File: src/rtl/uart_pkg.sv
// Shared types and constants for the FIFO-fed UART transmitter.
// Parity support is selected by the UART_TX_PARITY_EN macro in the top level.
package uart_pkg;

   typedef enum logic [2:0] {
      IDLE,
      START,
      DATA,
      PARITY,
      STOP
   } uart_state_e;

   localparam logic IDLE_LEVEL  = 1'b1;
   localparam logic START_LEVEL = 1'b0;

   // Total serial bit periods in one frame: start + data + optional parity + stop.
   function automatic int unsigned frame_bits(input int unsigned data_bits,
                                              input int unsigned stop_bits,
                                              input bit          parity);
      return 1 + data_bits + int'(parity) + stop_bits;
   endfunction

endpackage

File: src/rtl/uart_sync_fifo.sv
// Synchronous first-word-fall-through FIFO; rd_data_o is valid whenever empty_o is low.
module uart_sync_fifo #(
   parameter int unsigned WIDTH = 8,
   parameter int unsigned DEPTH = 8
) (
   input  logic                     clk_i,
   input  logic                     rst_i,
   input  logic                     wr_en_i,
   input  logic [WIDTH-1:0]         wr_data_i,
   input  logic                     rd_en_i,
   output logic [WIDTH-1:0]         rd_data_o,
   output logic                     full_o,
   output logic                     empty_o,
   output logic [$clog2(DEPTH):0]   count_o
);

   localparam int unsigned AW = $clog2(DEPTH);

   logic [WIDTH-1:0] mem_q [DEPTH];
   logic [AW-1:0]    wr_ptr_q, rd_ptr_q;
   logic [AW:0]      count_q;
   logic             wr_ok, rd_ok;

   // A full FIFO refuses writes even when a read frees a slot in the same cycle.
   assign wr_ok     = wr_en_i & ~full_o;
   assign rd_ok     = rd_en_i & ~empty_o;
   assign full_o    = (count_q == (AW+1)'(DEPTH));
   assign empty_o   = (count_q == '0);
   assign count_o   = count_q;
   assign rd_data_o = mem_q[rd_ptr_q];

   always_ff @(posedge clk_i) begin
      if (wr_ok) mem_q[wr_ptr_q] <= wr_data_i;
   end

   always_ff @(posedge clk_i) begin
      if (rst_i) begin
         wr_ptr_q <= '0;
         rd_ptr_q <= '0;
         count_q  <= '0;
      end else begin
         if (wr_ok) wr_ptr_q <= wr_ptr_q + 1'b1;
         if (rd_ok) rd_ptr_q <= rd_ptr_q + 1'b1;
         case ({wr_ok, rd_ok})
            2'b10:   count_q <= count_q + 1'b1;
            2'b01:   count_q <= count_q - 1'b1;
            default: count_q <= count_q;
         endcase
      end
   end

endmodule

File: src/rtl/uart_tx_fifo.sv
// UART transmitter fed from a word FIFO; frames go out back-to-back while data is queued.
// Optional parity bit after the data bits is enabled by defining UART_TX_PARITY_EN.
module uart_tx_fifo
   import uart_pkg::*;
#(
   parameter int unsigned DATA_BITS    = 8,
   parameter int unsigned CLKS_PER_BIT = 16,
   parameter int unsigned FIFO_DEPTH   = 8,
   parameter int unsigned STOP_BITS    = 1,
   parameter int unsigned PARITY_ODD   = 0
) (
   input  logic                          Clk,
   input  logic                          reset,
   input  logic                          T_EN,
   input  logic [DATA_BITS-1:0]          Data,
   input  logic                          Data_Valid,
   output logic                          Data_Ready,
   output logic                          Serial,
   output logic                          Transmit_Done,
   output logic                          Busy,
   output logic [$clog2(FIFO_DEPTH):0]   Fifo_Count
);

`ifdef UART_TX_PARITY_EN
   localparam bit HAS_PARITY = 1'b1;
`else
   localparam bit HAS_PARITY = 1'b0;
`endif
   localparam int unsigned BAUD_W = $clog2(CLKS_PER_BIT);
   localparam int unsigned BIT_W  = $clog2(frame_bits(DATA_BITS, STOP_BITS, HAS_PARITY));

   if (DATA_BITS < 5 || DATA_BITS > 9 || CLKS_PER_BIT < 2 || FIFO_DEPTH < 2 ||
       (FIFO_DEPTH & (FIFO_DEPTH - 1)) != 0 || STOP_BITS < 1 || STOP_BITS > 2 ||
       PARITY_ODD > 1) begin : g_bad_param
      $error("uart_tx_fifo: illegal parameter value");
   end

   uart_state_e          state_q, state_d;
   logic [BAUD_W-1:0]    baud_q, baud_d;
   logic [BIT_W-1:0]     bit_q, bit_d;
   logic [DATA_BITS-1:0] shreg_q, shreg_d;
   logic                 serial_q, serial_d;
   logic                 done_q, done_d;
   logic                 busy_q, busy_d;
   logic                 baud_wrap, start_c;
`ifdef UART_TX_PARITY_EN
   logic                 par_q, par_d;
`endif

   logic [DATA_BITS-1:0] fifo_rd_data;
   logic                 fifo_full, fifo_empty;

   uart_sync_fifo #(
      .WIDTH (DATA_BITS),
      .DEPTH (FIFO_DEPTH)
   ) u_fifo (
      .clk_i     (Clk),
      .rst_i     (reset),
      .wr_en_i   (Data_Valid),
      .wr_data_i (Data),
      .rd_en_i   (start_c),
      .rd_data_o (fifo_rd_data),
      .full_o    (fifo_full),
      .empty_o   (fifo_empty),
      .count_o   (Fifo_Count)
   );

   assign Data_Ready    = ~fifo_full;
   assign Serial        = serial_q;
   assign Transmit_Done = done_q;
   assign Busy          = busy_q;

   always_ff @(posedge Clk) begin
      if (reset) begin
         state_q  <= IDLE;
         baud_q   <= '0;
         bit_q    <= '0;
         shreg_q  <= '0;
         serial_q <= IDLE_LEVEL;
         done_q   <= 1'b0;
         busy_q   <= 1'b0;
`ifdef UART_TX_PARITY_EN
         par_q    <= 1'b0;
`endif
      end else begin
         state_q  <= state_d;
         baud_q   <= baud_d;
         bit_q    <= bit_d;
         shreg_q  <= shreg_d;
         serial_q <= serial_d;
         done_q   <= done_d;
         busy_q   <= busy_d;
`ifdef UART_TX_PARITY_EN
         par_q    <= par_d;
`endif
      end
   end

   always_comb begin
      state_d  = state_q;
      baud_d   = baud_q;
      bit_d    = bit_q;
      shreg_d  = shreg_q;
      serial_d = serial_q;
      done_d   = 1'b0;
      start_c  = 1'b0;
`ifdef UART_TX_PARITY_EN
      par_d    = par_q;
`endif
      baud_wrap = (baud_q == BAUD_W'(CLKS_PER_BIT - 1));
      if (state_q != IDLE) baud_d = baud_wrap ? '0 : baud_q + 1'b1;

      case (state_q)
         IDLE: start_c = !fifo_empty && T_EN;
         START: begin
            if (baud_wrap) begin
               state_d  = DATA;
               serial_d = shreg_q[0];
               shreg_d  = shreg_q >> 1;
               bit_d    = '0;
            end
         end
         DATA: begin
            if (baud_wrap) begin
               if (bit_q == BIT_W'(DATA_BITS - 1)) begin
                  bit_d = '0;
`ifdef UART_TX_PARITY_EN
                  state_d  = PARITY;
                  serial_d = par_q;
`else
                  state_d  = STOP;
                  serial_d = IDLE_LEVEL;
`endif
               end else begin
                  serial_d = shreg_q[0];
                  shreg_d  = shreg_q >> 1;
                  bit_d    = bit_q + 1'b1;
               end
            end
         end
`ifdef UART_TX_PARITY_EN
         PARITY: begin
            if (baud_wrap) begin
               state_d  = STOP;
               serial_d = IDLE_LEVEL;
               bit_d    = '0;
            end
         end
`endif
         STOP: begin
            // Done is registered, so it is raised one cycle ahead of the final stop cycle.
            if (bit_q == BIT_W'(STOP_BITS - 1)) begin
               done_d = (baud_q == BAUD_W'(CLKS_PER_BIT - 2));
               if (baud_wrap) begin
                  if (!fifo_empty && T_EN) begin
                     start_c = 1'b1;
                  end else begin
                     state_d  = IDLE;
                     serial_d = IDLE_LEVEL;
                  end
               end
            end else if (baud_wrap) begin
               bit_d = bit_q + 1'b1;
            end
         end
         default: state_d = IDLE;
      endcase

      // Frame launch, shared by IDLE and the zero-gap STOP -> START path.
      if (start_c) begin
         state_d  = START;
         serial_d = START_LEVEL;
         shreg_d  = fifo_rd_data;
         baud_d   = '0;
         bit_d    = '0;
`ifdef UART_TX_PARITY_EN
         par_d    = (^fifo_rd_data) ^ 1'(PARITY_ODD);
`endif
      end
      busy_d = (state_d != IDLE);
   end

endmodule

File: config.mk
export PLATFORM = sky130hd
export DESIGN_NAME = uart_tx_fifo
export DESIGN_NICKNAME = d
export VERILOG_FILES = /design/src/rtl/uart_pkg.sv /design/src/rtl/uart_sync_fifo.sv /design/src/rtl/uart_tx_fifo.sv
export SDC_FILE = /design/constraint.sdc
export NUM_CORES = 1
export LEC_CHECK = 0
export CAP_MARGIN = 20
export CELL_PAD_IN_SITES_DETAIL_PLACEMENT = 0
export CELL_PAD_IN_SITES_GLOBAL_PLACEMENT = 1
export CORE_ASPECT_RATIO = 2
export CORE_MARGIN = 1
export CORE_UTILIZATION = 25
export CTS_BUF_LIST = sky130_fd_sc_hd__clkbuf_8
export CTS_CLUSTER_DIAMETER = 30
export CTS_CLUSTER_SIZE = 40
export DETAILED_ROUTE_END_ITERATION = 10
export PLACE_DENSITY_LB_ADDON = 0.1
export SYNTH_ARGS = -nofsm -noshare
export SYNTH_HDL_FRONTEND = slang
export SYNTH_HIERARCHICAL = 1
export SYNTH_SLANG_ARGS = --single-unit
File: constraint.sdc
create_clock -name Clk -period 4.4 [get_ports Clk]
set_input_delay 0.44 -clock Clk [delete_from_list [all_inputs] [get_ports Clk]]
set_output_delay 0.44 -clock Clk [all_outputs]
set_load 0.005 [all_outputs]
Yosys cells after proc, flatten, opt, wreduce, memory -nomap -nowiden:

Memories as Yosys holds them, arrays and structs flattened. A register that Yosys moved wholly into a read port is not among the register bits.
Index checks and enable logic that the tools add are counted.

* register bits after elaboration: 32
* latch bits: 0
* RAM bits: 64
* ROM bits: 0
* input port bits: 12
* output and inout bits: 8
* word-level logic and storage cells: 95
* memories: 1

* add/subtract/negate cells: 6
* multipliers: 0
* divide/modulo/power cells: 0
* magnitude comparators: 0
* equality and inequality tests: 19
* shift operators: 0
* multiplexer cells: 37
* bitwise operators: 6
* reductions and logical operators: 16

Memory list
* u_fifo.mem_q: depth 8, width 8, read ports 1, clocked after Yosys merged registers in 1, wr ports 1, RTL line uart_sync_fifo.sv:19 `logic [WIDTH-1:0] mem_q [DEPTH];`

Operator list (number)
* $mux W8: 4
* $mux W3: 9
* $mux W4: 6
* $ne A3 B2 Y1 const B: 6
* $pmux W8 S2: 1
* $add A4 B1 Y4 const B: 3
* $eq A4 B4 Y1 const B: 3
* $mux W1: 12
* $pmux W3 S4: 1
* $pmux W4 S3: 1
* $reduce_bool A3 Y1: 4
* $logic_not A4 Y1: 2
* $ne A2 B2 Y1 const B: 4
* $pmux W4 S2: 1
* $add A3 B1 Y3 const B: 2
* $reduce_and A6 Y1: 1
* $reduce_and A5 Y1: 1
* $eq A4 B3 Y1 const B: 1
* $not A1 Y1: 4
* $reduce_and A4 Y1: 1
* $reduce_bool A4 Y1: 1
* $sub A4 B1 Y4 const B: 1
* $eq A3 B1 Y1 const B: 1
* $eq A3 B2 Y1 const B: 1
* other kinds (12): 13

Longest topological paths before layout:

Gate-level depths: netlist of the first run.

* depth in word-level cells: 10
* mapped depth: 14
* gate-level depth less buffers: 14

Hierarchy:

The synthesis of the first run kept the hierarchy.

By module, submodules not included
* uart_sync_fifo: instances 1, cells each 167, area each 3151.8 µm²
* uart_tx_fifo: instances 1, cells each 141, area each 1199.9 µm²

Worst setup path before layout of the first run:

No wires, ideal clock.

* path type: register to register
* from: reg bit_q[0]
* to: reg u_fifo.count_q[2], in the netlist u_fifo/count_o[2]
* setup time: 0.070 ns
* data arrival time: 3.108 ns
* required time: 4.330 ns
* path slack: 1.223 ns
* cell stages (with the launch flop): 15
* buffers on the path: 0
* period minus slack after synthesis: 3.177 ns
* path through: dfxtp_1 inv_1 ha_1 or3b_4 a2111oi_4 nand2_2 clkinv_2 o41a_1 ha_1 xor2_1 ha_1 a21oi_1 xor2_1 or3_1 a21oi_1

* longest elaborated chain between the ends: 6
* elaborated cells between the ends (all ways): 8
* those cells by class: 2 x eq/ne; 3 x mux; 1 x bitwise; 2 x reduce/logical

RTL lines
* start: declaration: RTL line uart_tx_fifo.sv:40 `logic [BIT_W-1:0] bit_q, bit_d;`
* start signal: assignment: RTL line uart_tx_fifo.sv:88 `bit_q <= bit_d;`
* $logic_not A4 Y1 (*): RTL line uart_tx_fifo.sv:152 `if (bit_q == BIT_W'(STOP_BITS - 1)) begin`
* $mux W1 (*): RTL line uart_tx_fifo.sv:152
* $pmux W1 S2 (*): RTL line uart_tx_fifo.sv:113 `case (state_q)`
* net start_c: RTL line uart_tx_fifo.sv:45 `logic baud_wrap, start_c;`
* $and A1 B1 Y1 (*): RTL line uart_sync_fifo.sv:26 `assign rd_ok = rd_en_i & ~empty_o;`
* net u_fifo.rd_ok: RTL line uart_sync_fifo.sv:22 `logic wr_ok, rd_ok;`
* $eq A2 B1 Y1 / $eq A2 B2 Y1 (equally long branches): RTL line uart_sync_fifo.sv:44 `case ({wr_ok, rd_ok})`
* $pmux W4 S2 / $reduce_bool A2 Y1 (equally long branches)
* end signal: assignment: RTL line uart_sync_fifo.sv:45 `2'b10: count_q <= count_q + 1'b1;`
* end signal: assignment: RTL line uart_sync_fifo.sv:46 `2'b01: count_q <= count_q - 1'b1;`
* end signal: assignment: RTL line uart_sync_fifo.sv:47 `default: count_q <= count_q;`
* end: declaration: RTL line uart_sync_fifo.sv:21 `logic [AW:0] count_q;`

Mark *: on every way through the listed nets, which the timed path passes. The rest lies on a longest branch.
A chain may end at the register's enable or synchronous reset.

Worst setup path in the final report of the first run:

Ends and elaborated chain as after synthesis.

==> insert_results.sql, run 1 <==
INSERT INTO impl_metrics (metric_group, metric, value, unit) VALUES
('cts', 'postCtsSetupRepairBufs', '0', ''),
('logic_synthesis', 'async_flop_share', '0', ''),
('grt', 'grt_pass1_wl', '15280', 'um'),
('grt', 'globalRouteMet1Util', '0.1163', ''),
('timing', 'timing.final.crit_period', '3560', 'ps'),
('logic_synthesis', 'ys_ff_latch', '99', ''),
('worst_setup_path', 'worstSetupEndpointType', 'flop', ''),
('logic_synthesis', 'synth_area_per_cell', '14.13', 'um2'),
('floorplanning', 'die_w', '95.29', 'um'),
('drt', 'post-route-drc-count', '0', ''),
('finish', 'antenna_cells', '0', ''),
('status', 'run_status', 'finished clean', ''),
('cts', 'cts_hold_buffers', '0', ''),
('logic_synthesis', 'synthDistinctLibCells', '62', ''),
('cts', 'buffers_from_clock_root_to_sink_at_most', '2', ''),
('placed_design', 'numPlacedInstances', '529', ''),
('worst_setup_path', 'worstPathMaxFanout', '8', ''),
('finish', 'synthToLayoutAreaGrowth', '15.15', '%'),
('cts', 'cts_max_level', '3', ''),
('logic_synthesis', 'mappedNetlistArea', '0.004352', 'mm2'),
('grt', 'grt_util_all_layers', '0.1223', ''),
('worst_setup_path', 'critPathKind', 'flop to flop', ''),
('logic_synthesis', 'yosys.cell_count.top_type', 'edfxtp_1', ''),
('worst_setup_path', 'cp_num_buf_inv', '2', ''),
('grt', 'antenna_violations_before_repair', '0', ''),
('drt', 'wl_per_cell', '18.31', 'um'),
('worst_setup_path', 'worst_setup_path_startpoint', 'bit_q[0]', ''),
('logic_synthesis', 'synth_largest_type_area_fraction', '0.4416', ''),
('logic_synthesis', 'synth_cells', '308', ''),
('timing', 'rsz0062_at_grt', 'false', ''),
('timing', 'final-max-slew-violation-count', '0', ''),
('worst_setup_path', 'critical-path-slowest-cell', 'a2111oi_4', ''),
('logic_synthesis', 'yosysTopAreaCell', 'edfxtp_1', ''),
('logic_synthesis', 'synth_ff_type', 'edfxtp_1', ''),
('worst_setup_path', 'cpMostUsedCell', 'ha_1', ''),
('drt', 'iteration_0_drc_count_of_the_detailed_router', '76', ''),
('cts', 'cts_tree', 'done', ''),
('floorplanning', 'num_io_pins', '20', ''),
('placed_design', 'post-dp-hpwl', '7145', 'um'),
('worst_setup_path', 'slowest_delay', '540', 'ps'),
('floorplanning', 'rows', '67', ''),
('finish', 'register_area', '0.002623', 'mm2'),
('worst_setup_path', 'critPathRequiredTime', '4720', 'ps'),
('logic_synthesis', 'ys_top_cells_by_count', 'edfxtp_1, dfxtp_1, nor2_1, nand2_1, a21oi_1', ''),
('timing', 'timing.slew.headroom', '0.2683', ''),
('timing', 'worst_tran_pin_value', '1092', 'ps'),
('placed_design', 'gp_routability_congestion', '0.6989', ''),
('floorplanning', 'chipHeight', '188.6', 'um'),
('cts', 'cts.sink_count', '99', ''),
('cts', 'clk_transition_reported_paths', '100', 'ps'),
('power', 'cellPowerDensity', '490.3', 'mW/mm2'),
('logic_synthesis', 'synth_sequential_area_ratio', '0.6026', ''),
('floorplanning', 'die_area', '0.01797', 'mm2'),
('finish', 'multi_input_comb_area', '0.001628', 'mm2'),
('logic_synthesis', 'synth_area_leaders', 'edfxtp_1, dfxtp_1, mux4_1', ''),
('timing', 'final.setup.tns', '0', 'ps'),
('placed_design', 'port_buffers', '19', ''),
('logic_synthesis', 'yosysWarnings', '6', ''),
('finish', 'post_route_cells_drive_above_1_share', '0.1864', ''),
('worst_setup_path', 'reg2reg_from', 'bit_q[0]', ''),
('worst_setup_path', 'cp-start-kind', 'flop', ''),
('drt', 'avgViaCountPerCell', '4.651', ''),
('timing', 'max_freq', '280.9', 'MHz'),
('finish', 'fill_cells', '1697', ''),
('grt', 'grtUsageMet2', '0.2294', ''),
('finish', 'final-instance-count-excl-fill', '545', ''),
('timing', 'timing.final.crit_share', '0.8090', ''),
('cts', 'cts_inserted_buffers', '9', ''),
('power', 'power_leakage', '1.647', 'nW'),
('run', 'maxCapViolCount', '0', ''),
('drt', 'wl', '9980', 'um');
## worst paths after layout
| path | slack [ps] | cells after the start | to |
|---|---|---|---|
| max | 840 | 14 | u_fifo/count_o[2] |
| min | 460 | 2 | shreg_q[5] |
| max reg2reg | 840 | 14 | u_fifo/count_o[2] |
| min reg2reg | 460 | 2 | shreg_q[5] |
## area by class of cell
cell class              count  area share
repair buffers             27     0.04994
well taps                 207     0.05169
flip-flops and latches     99      0.5233
clock buffers               9     0.02472
multi-input cells         189      0.3248
clock inverters             7     0.01998
inverters                   7    0.005493
## kinds of logic (layout without fill, tap and decap cells)
logic type,Yosys count,count (layout),synth area share
AND/OR/NAND/NOR,95,95,0.1156
multiplexers,28,28,0.1199
buffers and inverters,20,50,0.03019
flip-flops,99,99,0.6026
XOR/XNOR,12,12,0.02588
adder cells (fa/ha/maj),9,9,0.02588
AO/OA/AOI/OAI,45,45,0.07993
## report_power, final
part | internal [mW] | switching (mW) | total [mW]
Clock | 0.325 | 0.337 | 0.663
Sequential | 1.07 | 0.0645 | 1.14
Combinational | 0.311 | 0.345 | 0.656
Total | 1.71 | 0.747 | 2.46
## tightest hold or removal path, delay by kind of cell, from the launching register on
| family | cells | cell delay, ps |
|---|---|---|
| AO/OA/AOI/OAI | 1 | 50 |
| flip-flops | 1 | 320 |
| AND/OR/NAND/NOR | 1 | 50 |
## flip-flops by register name, summed over array words and instances, names as in the netlist, named ones only
register / flops
Serial: 1
Busy: 1
baud_q: 4
u_fifo/rd_ptr_q: 3
bit_q: 4
u_fifo/count_o: 4
u_fifo/mem_q: 64
Transmit_Done: 1
u_fifo/wr_ptr_q: 3
shreg_q: 8
state_q: 3
## placed cells by master (no fill, tap or decap), types with 2 or more instances in the layout
| cell | Yosys | final |
|---|---|---|
| edfxtp_1 | 64 | 64 |
| dfxtp_1 | 35 | 35 |
| nor2_1 | 32 | 32 |
| nand2_1 | 19 | 19 |
| clkdlybuf4s50_1 | 0 | 19 |
| a21oi_1 | 14 | 14 |
| ha_1 | 9 | 9 |
| clkbuf_8 | 0 | 9 |
| mux2_2 | 9 | 9 |
| buf_4 | 0 | 8 |
| mux4_2 | 8 | 8 |
| mux4_1 | 8 | 8 |
| xor2_1 | 7 | 7 |
| inv_1 | 6 | 6 |
| nand3_1 | 6 | 6 |
| nor3_1 | 9 | 6 |
| o211ai_1 | 5 | 5 |
| or3_1 | 4 | 4 |
| xnor2_1 | 4 | 4 |
| nand2b_1 | 4 | 4 |
| a21o_2 | 4 | 4 |
| nor3b_1 | 3 | 3 |
| o21ai_0 | 3 | 3 |
| mux2i_1 | 3 | 3 |
| nor3_2 | 0 | 3 |
| nand3b_1 | 2 | 2 |
| a22oi_1 | 2 | 2 |
| bufinv_16 | 0 | 2 |
## per-layer routing
metal / routed length [um] / share of wire / vias to the layer above
met5: 0 / 0 / -
met4: 374 / 0.037 / 0
met3: 234 / 0.023 / 21
met2: 5782 / 0.58 / 38
met1: 3588 / 0.36 / 1253
li1: - / - / 1223
## metrics by stage
stage / setup slack, ps / total power [mW] / util / hold WS (ps) / instance area, um2
floorplan: 1223 / 1.614 / - / 431.8 / 4352
global placement: 679.5 / 1.839 / 0.2837 / 448.1 / 4780
detailed placement: 621.4 / 1.835 / 0.2841 / 452.7 / 4787
CTS: 821.7 / 2.515 / 0.2974 / 467.6 / 5011
global route: 511.2 / 2.601 / 0.2974 / 484.0 / 5011
finish: 840.4 / 2.457 / 0.2974 / 464.2 / 5011
No activity file was read; power rests on OpenSTA's default activity.
==> run 2: changes to the inputs <==
Clock period 4.4 ns to 3.1 ns, I/O delays scaled along.
==> insert_results.sql, run 2 (synthesis results as in run 1) <==
INSERT INTO impl_metrics (metric_group, metric, value, unit) VALUES
('status', 'run_status', 'finished clean', ''),
('power', 'ir_drop_worst_case_vdd', '0.0002555', 'V'),
('timing', 'max_freq', '347.9', 'MHz'),
('finish', 'largest_reg_flops', '64', ''),
('power', 'cellPowerDensity', '688.1', 'mW/mm2'),
('floorplanning', 'die_area', '0.01797', 'mm2'),
('timing', 'finalSetupViolCount', '0', ''),
('cts', 'cts_max_level', '3', ''),
('finish', 'final_net_count', '375', ''),
('cts', 'cts_tree', 'done', ''),
('cts', 'cts_hold_buffers', '0', ''),
('finish', 'antenna_cells', '0', ''),
('finish', 'max_flop_register', 'u_fifo/mem_q', ''),
('finish', 'post_route_cells_drive_above_1_share', '0.2269', ''),
('floorplanning', 'rows', '67', ''),
('power', 'p_comb_frac', '0.289', ''),
('cts', 'cts.sink_count', '99', ''),
('floorplanning', 'chipHeight', '188.6', 'um'),
('finish', 'most-common-layout-cells', 'edfxtp_1, dfxtp_1, nor2_1, buf_4', ''),
('drt', 'post-route-drc-count', '0', ''),
('drt', 'firstDrtPassIters', '4', ''),
('worst_setup_path', 'critPathKind', 'flop to flop', ''),
('drt', 'iteration_0_drc_count_of_the_detailed_router', '78', ''),
('cts', 'postCtsSetupRepairBufs', '0', ''),
('finish', 'synthToLayoutAreaGrowth', '17.94', '%'),
('grt', 'antenna_violations_before_repair', '0', ''),
('run', 'maxCapViolCount', '0', ''),
('timing', 'final.setup.tns', '0', 'ps'),
('floorplanning', 'die_w', '95.29', 'um'),
('drt', 'avgViaCountPerCell', '4.548', ''),
('timing', 'timing.slew.headroom', '0.5726', ''),
('timing', 'timing.final.crit_share', '0.9273', ''),
('worst_setup_path', 'cp-start-kind', 'flop', ''),
('grt', 'pin_count_of_the_biggest_net_entering_global_routing', '24', ''),
('finish', 'registers_with_the_highest_flip_flop_counts', 'u_fifo/mem_q (64), shreg_q (8)', ''),
('timing', 'worst_tran_pin_value', '640.3', 'ps'),
('power', 'part_of_the_power_in_registers', '0.456', ''),
('worst_setup_path', 'worstSetupEndpointType', 'flop', ''),
('finish', 'final-instance-count-excl-fill', '564', ''),
('placed_design', 'post-dp-hpwl', '7312', 'um'),
('worst_setup_path', 'timing.critical_path.cells', 'inv_2 > ha_1 > or3b_4 > a2111oi_4 > nand2_2 > clkinv_4 > o41a_1 > ha_2 > xor2_1 > ha_1 > a21oi_1 > xor2_1 > or3_1 > a21oi_1', ''),
('drt', 'final_antenna_net_count', '0', ''),
('power', 'internal-power', '2.477', 'mW'),
('power', 'p_clk_frac', '0.255', ''),
('worst_setup_path', 'critical-path-slowest-cell', 'or3b_4', ''),
('timing', 'timing_hold_violations_final', '0', ''),
('drt', 'wl_per_cell', '17.90', 'um'),
('drt', 'wl', '10090', 'um'),
('power', 'power.net_switching', '1.055', 'mW'),
('worst_setup_path', 'worstPathMaxFanout', '5', ''),
('cts', 'clkLatencyLatePin', '370', 'ps'),
('drt', 'detailroute.via_count', '2565', ''),
('cts', 'clk_transition_reported_paths', '100', 'ps'),
('floorplanning', 'num_io_pins', '20', ''),
('finish', 'fill_cells', '1739', ''),
('worst_setup_path', 'timing.reg2reg.setup_slack', '230', 'ps'),
('worst_setup_path', 'slowest_delay', '420', 'ps'),
('placed_design', 'gp_routability_congestion', '0.7154', ''),
('placed_design', 'numPlacedInstances', '549', ''),
('cts', 'cts_root_buffer', 'clkbuf_8', ''),
('grt', 'grt_util_all_layers', '0.1267', ''),
('timing', 'final-max-slew-violation-count', '0', ''),
('grt', 'grt_pass1_wl', '16140', 'um'),
('floorplanning', 'core_area', '0.01685', 'mm2'),
('timing', 'timing.final.crit_period', '2875', 'ps'),
('cts', 'cts_inserted_buffers', '9', ''),
('cts', 'buffers_from_clock_root_to_sink_at_most', '2', ''),
('floorplanning', 'initial_utilization', '0.2583', ''),
('min_path', 'worst_hold_path_type', 'flop to flop', ''),
('cts', 'cts.repair.resized', '0', ''),
('timing', 'rsz0062_at_grt', 'false', ''),
('power', 'design_power_total', '3.532', 'mW'),
('worst_setup_path', 'worstPathArrival', '3180', 'ps'),
('power', 'power_leakage', '1.740', 'nW'),
('worst_setup_path', 'critPathRequiredTime', '3410', 'ps'),
('timing', 'hold_slack', '463.1', 'ps'),
('power', 'netSwitchingFraction', '0.2987', ''),
('timing', 'timing.clock.skew', '8.016', 'ps'),
('grt', 'gr-total-overflow', '0', ''),
('grt', 'grt_pass1_vias', '2771', ''),
('placed_design', 'port_buffers', '19', ''),
('finish', 'most_common_cell_after_layout_fill_and_taps_aside', 'edfxtp_1', '');
-- run 2: cell count changes in the layout (fill, tap and decap cells not counted), sizes merged --
cell	delta
buf	+21
clkinvlp	-1
inv	-1
-- run 2: power by group through the flow --
stage               registers [mW]  logic (mW)  clock network (mW)
detailed placement            1.64        1.04                   0
global route                  1.63        1.13               0.988
global placement              1.64        1.05                   0
finish                        1.61        1.02               0.901
floorplan                     1.63       0.668                   0
CTS                           1.61        1.05               0.947
-- run 2: layout make-up --
type                            instances  area [um2]  area share
Sequential cell                        99        2623      0.5110
Tap cell                              207       259.0     0.05046
Multi-Input combinational cell        189        1607      0.3130
Inverter                                7       31.28    0.006095
Timing Repair Buffer                   48       407.9     0.07947
Clock buffer                            9       123.9     0.02413
Clock inverter                          5       81.33     0.01585
-- run 2: metrics by stage --
| stage | area, um2 | setup slack [ps] | util |
|---|---|---|---|
| 2_1_floorplan | 4358 | 11.66 | - |
| 3_3_place_gp | 4920 | 53.59 | 0.2920 |
| 3_5_place_dp | 4920 | 53.41 | 0.2920 |
| 4_1_cts | 5125 | 190.7 | 0.3042 |
| 5_1_grt | 5132 | 5.966 | 0.3046 |
| 6_report | 5132 | 225.3 | 0.3046 |
-- run 2: worst max-delay path, delay by kind of cell (launching register included) --
kind / cells / cell delay [ps]
flops: 1 / 340
fa+ha+maj: 3 / 510
simple gates: 3 / 850
compound gates: 4 / 700
buf+inv: 2 / 120
xor+xnor: 2 / 290
-- run 2: path summary, 6_finish.rpt --
kind | start | endpoint | cells after the start
setup / recovery | bit_q[0] | u_fifo/count_o[2] | 14
hold reg to reg | shreg_q[5] | shreg_q[5] | 2
hold / removal | shreg_q[5] | shreg_q[5] | 2
setup reg to reg | bit_q[0] | u_fifo/count_o[2] | 14
-- run 2: per-layer routing --
| layer | share of wire | routed length (um) | track usage |
|---|---|---|---|
| met1 | 0.38 | 3798 | 0.1284 |
| met2 | 0.59 | 5933 | 0.2404 |
| met3 | 0.015 | 150 | 0.02058 |
| met4 | 0.021 | 211 | 0.05944 |
| met5 | 0 | 0 | 0 |
